==> src/rtl/dkong_video_pkg.sv <==
// Shared Donkey Kong Jr video-path definitions.
// Holds the obj_dma state encoding and the default sprite-attribute block length.
package dkong_video_pkg;

    typedef enum logic [2:0] {
        IDLE  = 3'd0,
        REQ   = 3'd1,
        COPY  = 3'd2,
        FLUSH = 3'd3,
        FIN   = 3'd4
    } obj_dma_state_t;

    localparam int OBJ_DMA_LEN = 384;

endpackage

==> src/rtl/obj_dma.sv <==
// Object-RAM DMA: copies LEN bytes from work RAM (1-cycle read latency) into object RAM.
// Define OBJ_DMA_HALT_EN to request the CPU bus (halt_req/halt_ack) before copying.
module obj_dma
    import dkong_video_pkg::*;
#(
    parameter int SRC_ADDR_WIDTH = 11,
    parameter int DST_ADDR_WIDTH = 10,
    parameter int DATA_WIDTH     = 8,
    parameter int LEN            = OBJ_DMA_LEN
) (
    input  logic                      clock,
    input  logic                      reset,
    input  logic                      start,
    input  logic [SRC_ADDR_WIDTH-1:0] src_base,
    output logic [SRC_ADDR_WIDTH-1:0] src_addr,
    output logic                      src_en,
    input  logic [DATA_WIDTH-1:0]     src_q,
    output logic [DST_ADDR_WIDTH-1:0] dst_addr,
    output logic [DATA_WIDTH-1:0]     dst_data,
    output logic                      dst_en,
    output logic                      dst_wren,
    output logic                      busy,
    output logic                      done,
    output logic                      halt_req,
    input  logic                      halt_ack
);

    // One extra bit so that LEN = 2^DST_ADDR_WIDTH fits in the counter.
    localparam int CW = DST_ADDR_WIDTH + 1;
    localparam logic [CW-1:0] LEN_C = CW'(LEN);

`ifdef OBJ_DMA_HALT_EN
    localparam logic HALT_ON = 1'b1;
`else
    localparam logic HALT_ON = 1'b0;
    logic unused_halt_ack;
    assign unused_halt_ack = halt_ack;
`endif

    obj_dma_state_t            state_q, state_d;
    logic [SRC_ADDR_WIDTH-1:0] base_q, base_d;
    logic [CW-1:0]             cnt_q, cnt_d;
    logic [SRC_ADDR_WIDTH-1:0] src_addr_q, src_addr_d;
    logic                      src_en_q, src_en_d;
    logic [DST_ADDR_WIDTH-1:0] dst_addr_q, dst_addr_d;
    logic                      dst_en_q, dst_en_d;
    logic                      busy_q, busy_d;
    logic                      done_q, done_d;
    logic                      halt_req_q, halt_req_d;
    logic                      launch;

    always_ff @(posedge clock) begin
        if (reset) begin
            state_q    <= IDLE;
            base_q     <= '0;
            cnt_q      <= '0;
            src_addr_q <= '0;
            src_en_q   <= 1'b0;
            dst_addr_q <= '0;
            dst_en_q   <= 1'b0;
            busy_q     <= 1'b0;
            done_q     <= 1'b0;
            halt_req_q <= 1'b0;
        end else begin
            state_q    <= state_d;
            base_q     <= base_d;
            cnt_q      <= cnt_d;
            src_addr_q <= src_addr_d;
            src_en_q   <= src_en_d;
            dst_addr_q <= dst_addr_d;
            dst_en_q   <= dst_en_d;
            busy_q     <= busy_d;
            done_q     <= done_d;
            halt_req_q <= halt_req_d;
        end
    end

    // Outputs are computed for the state being entered, so each state's
    // behaviour is visible on the registered outputs while in that state.
    always_comb begin
        state_d    = state_q;
        base_d     = base_q;
        cnt_d      = cnt_q;
        src_addr_d = '0;
        src_en_d   = 1'b0;
        dst_addr_d = '0;
        dst_en_d   = 1'b0;
        busy_d     = 1'b0;
        done_d     = 1'b0;
        halt_req_d = 1'b0;
        launch     = 1'b0;

        case (state_q)
            IDLE: begin
                if (start) begin
                    base_d = src_base;
                    cnt_d  = '0;
`ifdef OBJ_DMA_HALT_EN
                    state_d    = REQ;
                    busy_d     = 1'b1;
                    halt_req_d = 1'b1;
`else
                    launch = 1'b1;
`endif
                end
            end
`ifdef OBJ_DMA_HALT_EN
            REQ: begin
                busy_d     = 1'b1;
                halt_req_d = 1'b1;
                if (halt_ack) begin
                    launch = 1'b1;
                end
            end
`endif
            COPY: begin
                busy_d     = 1'b1;
                halt_req_d = HALT_ON;
                dst_en_d   = 1'b1;
                if (cnt_q == LEN_C) begin
                    state_d    = FLUSH;
                    dst_addr_d = DST_ADDR_WIDTH'(LEN - 1);
                end else begin
                    src_en_d   = 1'b1;
                    src_addr_d = base_q + SRC_ADDR_WIDTH'(cnt_q);
                    dst_addr_d = DST_ADDR_WIDTH'(cnt_q - CW'(1));
                    cnt_d      = cnt_q + CW'(1);
                end
            end
            FLUSH: begin
                state_d = FIN;
                done_d  = 1'b1;
            end
            FIN: begin
                state_d = IDLE;
            end
            default: begin
                state_d = IDLE;
            end
        endcase

        // First read of a transfer; the counter then points at the next byte.
        if (launch) begin
            state_d    = COPY;
            busy_d     = 1'b1;
            halt_req_d = HALT_ON;
            src_en_d   = 1'b1;
            src_addr_d = base_d;
            cnt_d      = CW'(1);
        end
    end

    assign src_addr = src_addr_q;
    assign src_en   = src_en_q;
    assign dst_addr = dst_addr_q;
    // src_q is already a RAM register; gating keeps dst_data at 0 outside writes.
    assign dst_data = dst_en_q ? src_q : '0;
    assign dst_en   = dst_en_q;
    assign dst_wren = dst_en_q;
    assign busy     = busy_q;
    assign done     = done_q;
    assign halt_req = halt_req_q;

endmodule
==> config.mk <==
export PLATFORM = sky130hd
export DESIGN_NAME = obj_dma
export DESIGN_NICKNAME = d
export VERILOG_FILES = /design/src/rtl/dkong_video_pkg.sv /design/src/rtl/obj_dma.sv
export SDC_FILE = /design/constraint.sdc
export NUM_CORES = 1
export LEC_CHECK = 0
export BUFFER_PORTS_ARGS = -buffer_cell sky130_fd_sc_hd__buf_4
export CELL_PAD_IN_SITES_DETAIL_PLACEMENT = 1
export CELL_PAD_IN_SITES_GLOBAL_PLACEMENT = 1
export CORE_AREA = 10 10 70 130
export DETAILED_ROUTE_END_ITERATION = 6
export DIE_AREA = 0 0 80 140
export GPL_TIMING_DRIVEN = 0
export PLACE_DENSITY_LB_ADDON = 0.2
export SYNTH_ARGS = -nofsm -noshare
export SYNTH_HDL_FRONTEND = slang
export SYNTH_SLANG_ARGS = --single-unit
==> constraint.sdc <==
create_clock -name clock -period 2.2 [get_ports clock]
set_input_delay 0.33 -clock clock [delete_from_list [all_inputs] [get_ports clock]]
set_output_delay 0.33 -clock clock [all_outputs]
set_load 0.05 [all_outputs]
== Word level (Yosys, flattened, before mapping) ==
Index checks and enable logic that the tools add are counted.
Word-level totals
  flip-flop bits (word level): 50
  output and inout bits: 35
  bits of input ports: 23
Cells by class
  $add $sub $neg: 3
  reductions and logical operators: 10
  equality and inequality tests: 10
  muxes and demuxes: 22
  bitwise logic cells: 2
Operator list (count)
  11-bit 2-to-1 mux: 7
  11-bit one-hot mux with 2 select lines: 1
  11-bit by 1-bit adder with 11-bit output (second input constant): 1
  11-bit adder: 1
  11-bit by 9-bit == test with 1-bit output (second input constant): 1
  10-bit by 1-bit subtractor with 10-bit output (second input constant): 1
  1-bit 2-to-1 mux: 9
  9-bit 2-to-1 mux: 1
  3-bit != test (second input constant): 3
  3-bit one-hot mux with 3 select lines: 1
  8-bit 2-to-1 mux: 1
  2-bit != test (second input constant): 4
  3-bit by 2-bit == test with 1-bit output (second input constant): 2
  3-bit AND reduction: 2
  2-bit AND reduction: 2
  2-bit OR reduction: 2
  3-bit zero test: 1
  3-bit 2-to-1 mux: 1
  3-bit nonzero test: 1
  3-bit OR reduction: 1
  2-bit 2-to-1 mux: 1
  1-bit inverter: 2
  2-bit nonzero test: 1

== Longest topological paths before layout ==
  depth in word-level cells: 4
  gate-level depth with buffers: 8
  depth with buffers taken out: 7

== Worst setup path after synthesis ==
OpenSTA, ideal clock, no wires.
  path type: reg-to-reg
  start: reg cnt_q[4]
  end: reg src_addr_q[10], in the netlist src_addr[10]
  buffers on the path: 2
  library setup time: 117 ps
  data arrival time: 1916 ps
  setup slack: 167 ps
  cell stages (with the launch flop): 7
  cells stage by stage: dfxtp_1 -> buf_2 -> or4_4 -> or4_4 -> and2_4 -> buf_6 -> a32o_1
Between the ends
  longest elaborated chain between the ends: 4
RTL lines
  start, declared: line obj_dma.sv:42  | logic [CW-1:0] cnt_q, cnt_d;
  start signal, assigned: line obj_dma.sv:67  | cnt_q <= cnt_d;
  11-bit adder or 11-bit by 9-bit == test with 1-bit output (tied branches): line obj_dma.sv:125, obj_dma.sv:120
  11-bit 2-to-1 mux *: line obj_dma.sv:120  | if (cnt_q == LEN_C) begin
  11-bit 2-to-1 mux *: line obj_dma.sv:93  | case (state_q)
  11-bit 2-to-1 mux *: line obj_dma.sv:143  | if (launch) begin
  end signal, assigned: line obj_dma.sv:68  | src_addr_q <= src_addr_d;
  end, declared: line obj_dma.sv:43  | logic [SRC_ADDR_WIDTH-1:0] src_addr_q, src_addr_d;
Mark *: on every way between the ends. The rest lies on a longest branch, timed or not.
A chain may end at the register's enable or synchronous reset.

== Worst setup path in the final report ==
Ends and elaborated chain as after synthesis.

==> impl_metrics.tcl <==
set metrics [dict create \
    synth-async-reset-ratio 0 \
    synthTopCellsByCount "dfxtp_1, nand2_1, a21oi_1" \
    timing.final.crit_period_ns 2.149 \
    ant_nets 0 \
    ios 58 \
    irDropWorstVdd_v 0.0005302 \
    synth.area.top_cells "dfxtp_1, ha_1, a21oi_1" \
    grt_max_degree 15 \
    ys.flop_type "dfxtp_1" \
    cp-start-kind "flip-flop" \
    coreArea_um2 6994 \
    wl_per_cell_um 16.89 \
    fin_util 0.4415 \
    synth_edf_count 0 \
    post_route_cells_drive_above_1_share 0.2470 \
    dr_wl_met3_um 313 \
    critPathKind "flip-flop to flip-flop" \
    yosysWarnings 0 \
    antennaDiodeCount 0 \
    fin_hold_ws_ns 0.2567 \
    slew_viol_final 0 \
    fp.dieW_um 80 \
    via_count 2113 \
    via_per_inst 5.055 \
    max-slew-margin-rel 0.6073 \
    dp_hpwl_um 5602 \
    area_delta_synth_final_pct 29.69 \
    dieArea_um2 11200 \
    route.detailed.drc 0 \
    synth_top_area_cell "dfxtp_1" \
    critical_path_required_ns 2.38 \
    synth.avg_cell_area_um2 9.019 \
    crit_fanout 10 \
    syn_inst 264 \
    multi_input_comb_area_um2 1314 \
    power.leakage_nw 1.388 \
    register_area_um2 1006 \
    clock.fmax_mhz 465.3 \
    cts_inserted_buffers 5 \
    fill_cells 847 \
    num_rows 43 \
    initial_core_util 0.3404 \
    wirelength_um 7059 \
    synthesis.area_um2 2381 \
    synth-seq-cells 50 \
    finalPower_mw 2.242 \
    cts_root_buffer "clkbuf_16" \
    worstHoldPathType "input port to flip-flop" \
    skew_ns 0.003504 \
    synth.distinct_cells 48 \
    synth_seq_area_share 0.4204 \
    drtIter0Drc 54 \
    setup_ws_ns 0.05067 \
    grt_overflow 0 \
    grt_pass1_wl_um 11560 \
    maxCapViolations 0 \
    antenna_found_initial 0 \
    synthDominantCellAreaShare 0.4204 \
    gp_congestion 0.8203 \
    routedLengthMet1_um 2622 \
    end_kind "flip-flop" \
    grt_pass1_vias 2264 \
    pre_cts_slack_ns -0.1435 \
    grt_use_total 0.1309 \
    tns_ns 0 \
    top_layer "met4" \
    synthesis.nets 301 \
    die_y_um 140 \
    worst_skew_pair.late_latency_ns 0.29 \
    detail_route.first_pass.iterations 4 \
    setup_viol 0 \
    yosysMostFrequentCell "dfxtp_1" \
    rsz0062_at_grt "yes" \
    met2_wirelength_um 3959 \
    htree_levels 2 \
    cts.sinks 50 \
    post-route-period-util 0.9770 \
    hold_viol 0 \
    cts_tree "done" \
    tightest_slew_ns 0.5891 \
    cp_data_arrival_time_ns 2.33 \
    clk_pin_slew_ns 0.07 \
    status "finished, final reports clean" \
    clock_path_buffers 2 \
    powerDensity_nw_per_um2 726.0 \
    numPortBuffers 55 \
    fin_nets 364 \
]
==> worst paths after layout <==
check	startpoint	end	slack [ns]	depth (start not counted)
max	cnt_q[4]	src_addr[10]	0.05	6
min	src_base[1]	src_addr[1]	0.26	2
max reg2reg	cnt_q[4]	src_addr[10]	0.05	6
min reg2reg	base_q[2]	base_q[2]	0.47	2
==> final cells by class <==
| type | instances | area share |
|---|---|---|
| Sequential cell | 50 | 0.3258 |
| Multi-Input combinational cell | 197 | 0.4254 |
| Tap cell | 90 | 0.03647 |
| Clock inverter | 1 | 0.001621 |
| Clock buffer | 7 | 0.04619 |
| Inverter | 4 | 0.004862 |
| Timing Repair Buffer | 56 | 0.1361 |
| Buffer | 13 | 0.02350 |
==> metrics by stage <==
stage          instances  cell area, µm²
2_1_floorplan        264            2381
3_3_place_gp         409            2907
3_5_place_dp         409            2907
4_1_cts              417            3063
5_1_grt              418            3088
6_report             418            3088
==> registers in the layout, indices dropped and copies added, names as in the netlist <==
signal,flops
src_addr,11
state_q,3
dst_addr,10
busy,1
base_q,11
cnt_q,11
dst_en,1
done,1
src_en,1
==> worst max-delay path, stage by stage (launching register included) <==
cell	delay, ns
dfxtp_1	0.32
buf_2	0.17
or4_4	0.50
or4_4	0.47
and2_4	0.19
buf_6	0.15
a32o_1	0.23
==> layout by cell type, fill, tap and decap left out, drive strengths merged, types with 2 or more instances in the layout <==
cell type	count
nand2	32
nand3b	2
or4	2
a22o	9
and3	3
or3	4
xor2	14
xnor2	12
and2	13
a221oi	2
nand3	7
o21ai	6
nor3	3
buf	62
inv	4
dfxtp	50
a21oi	27
o21a	2
ha	13
nor3b	2
clkbuf	14
nor2	20
a32o	2
a21o	2
==> where the power goes <==
part	leakage, nW	internal, mW	switching [mW]
registers	0.410	0.957	0.0359
clock network	0.0739	0.452	0.339
logic	0.903	0.162	0.296
==> routing by layer <==
metal  global-route usage  vias to the layer above
met4              0.05131                        0
met1               0.1289                     1011
met2               0.2444                       50
li1                     -                     1045
met5                    0                        -
met3              0.03462                        7
==> cells by family after synthesis <==
family,after synthesis,share of synthesized area
compound gates,60,0.1682
xor+xnor,26,0.09564
fa+ha+maj,14,0.07672
buf+inv,17,0.03415
flops,50,0.4204
other cells,1,0.001575
simple gates,96,0.2034
==> what timing repair did <==
item                                    in CTS  in global routing
endpoints found under the setup margin       8                  6
pin swaps                                    1                  0
cloned                                       0                  0
buffers inserted                             0                  1
gates resized for setup                      4                  7
hold buffers                                 0                  0
No activity file was read; power rests on OpenSTA's default activity.
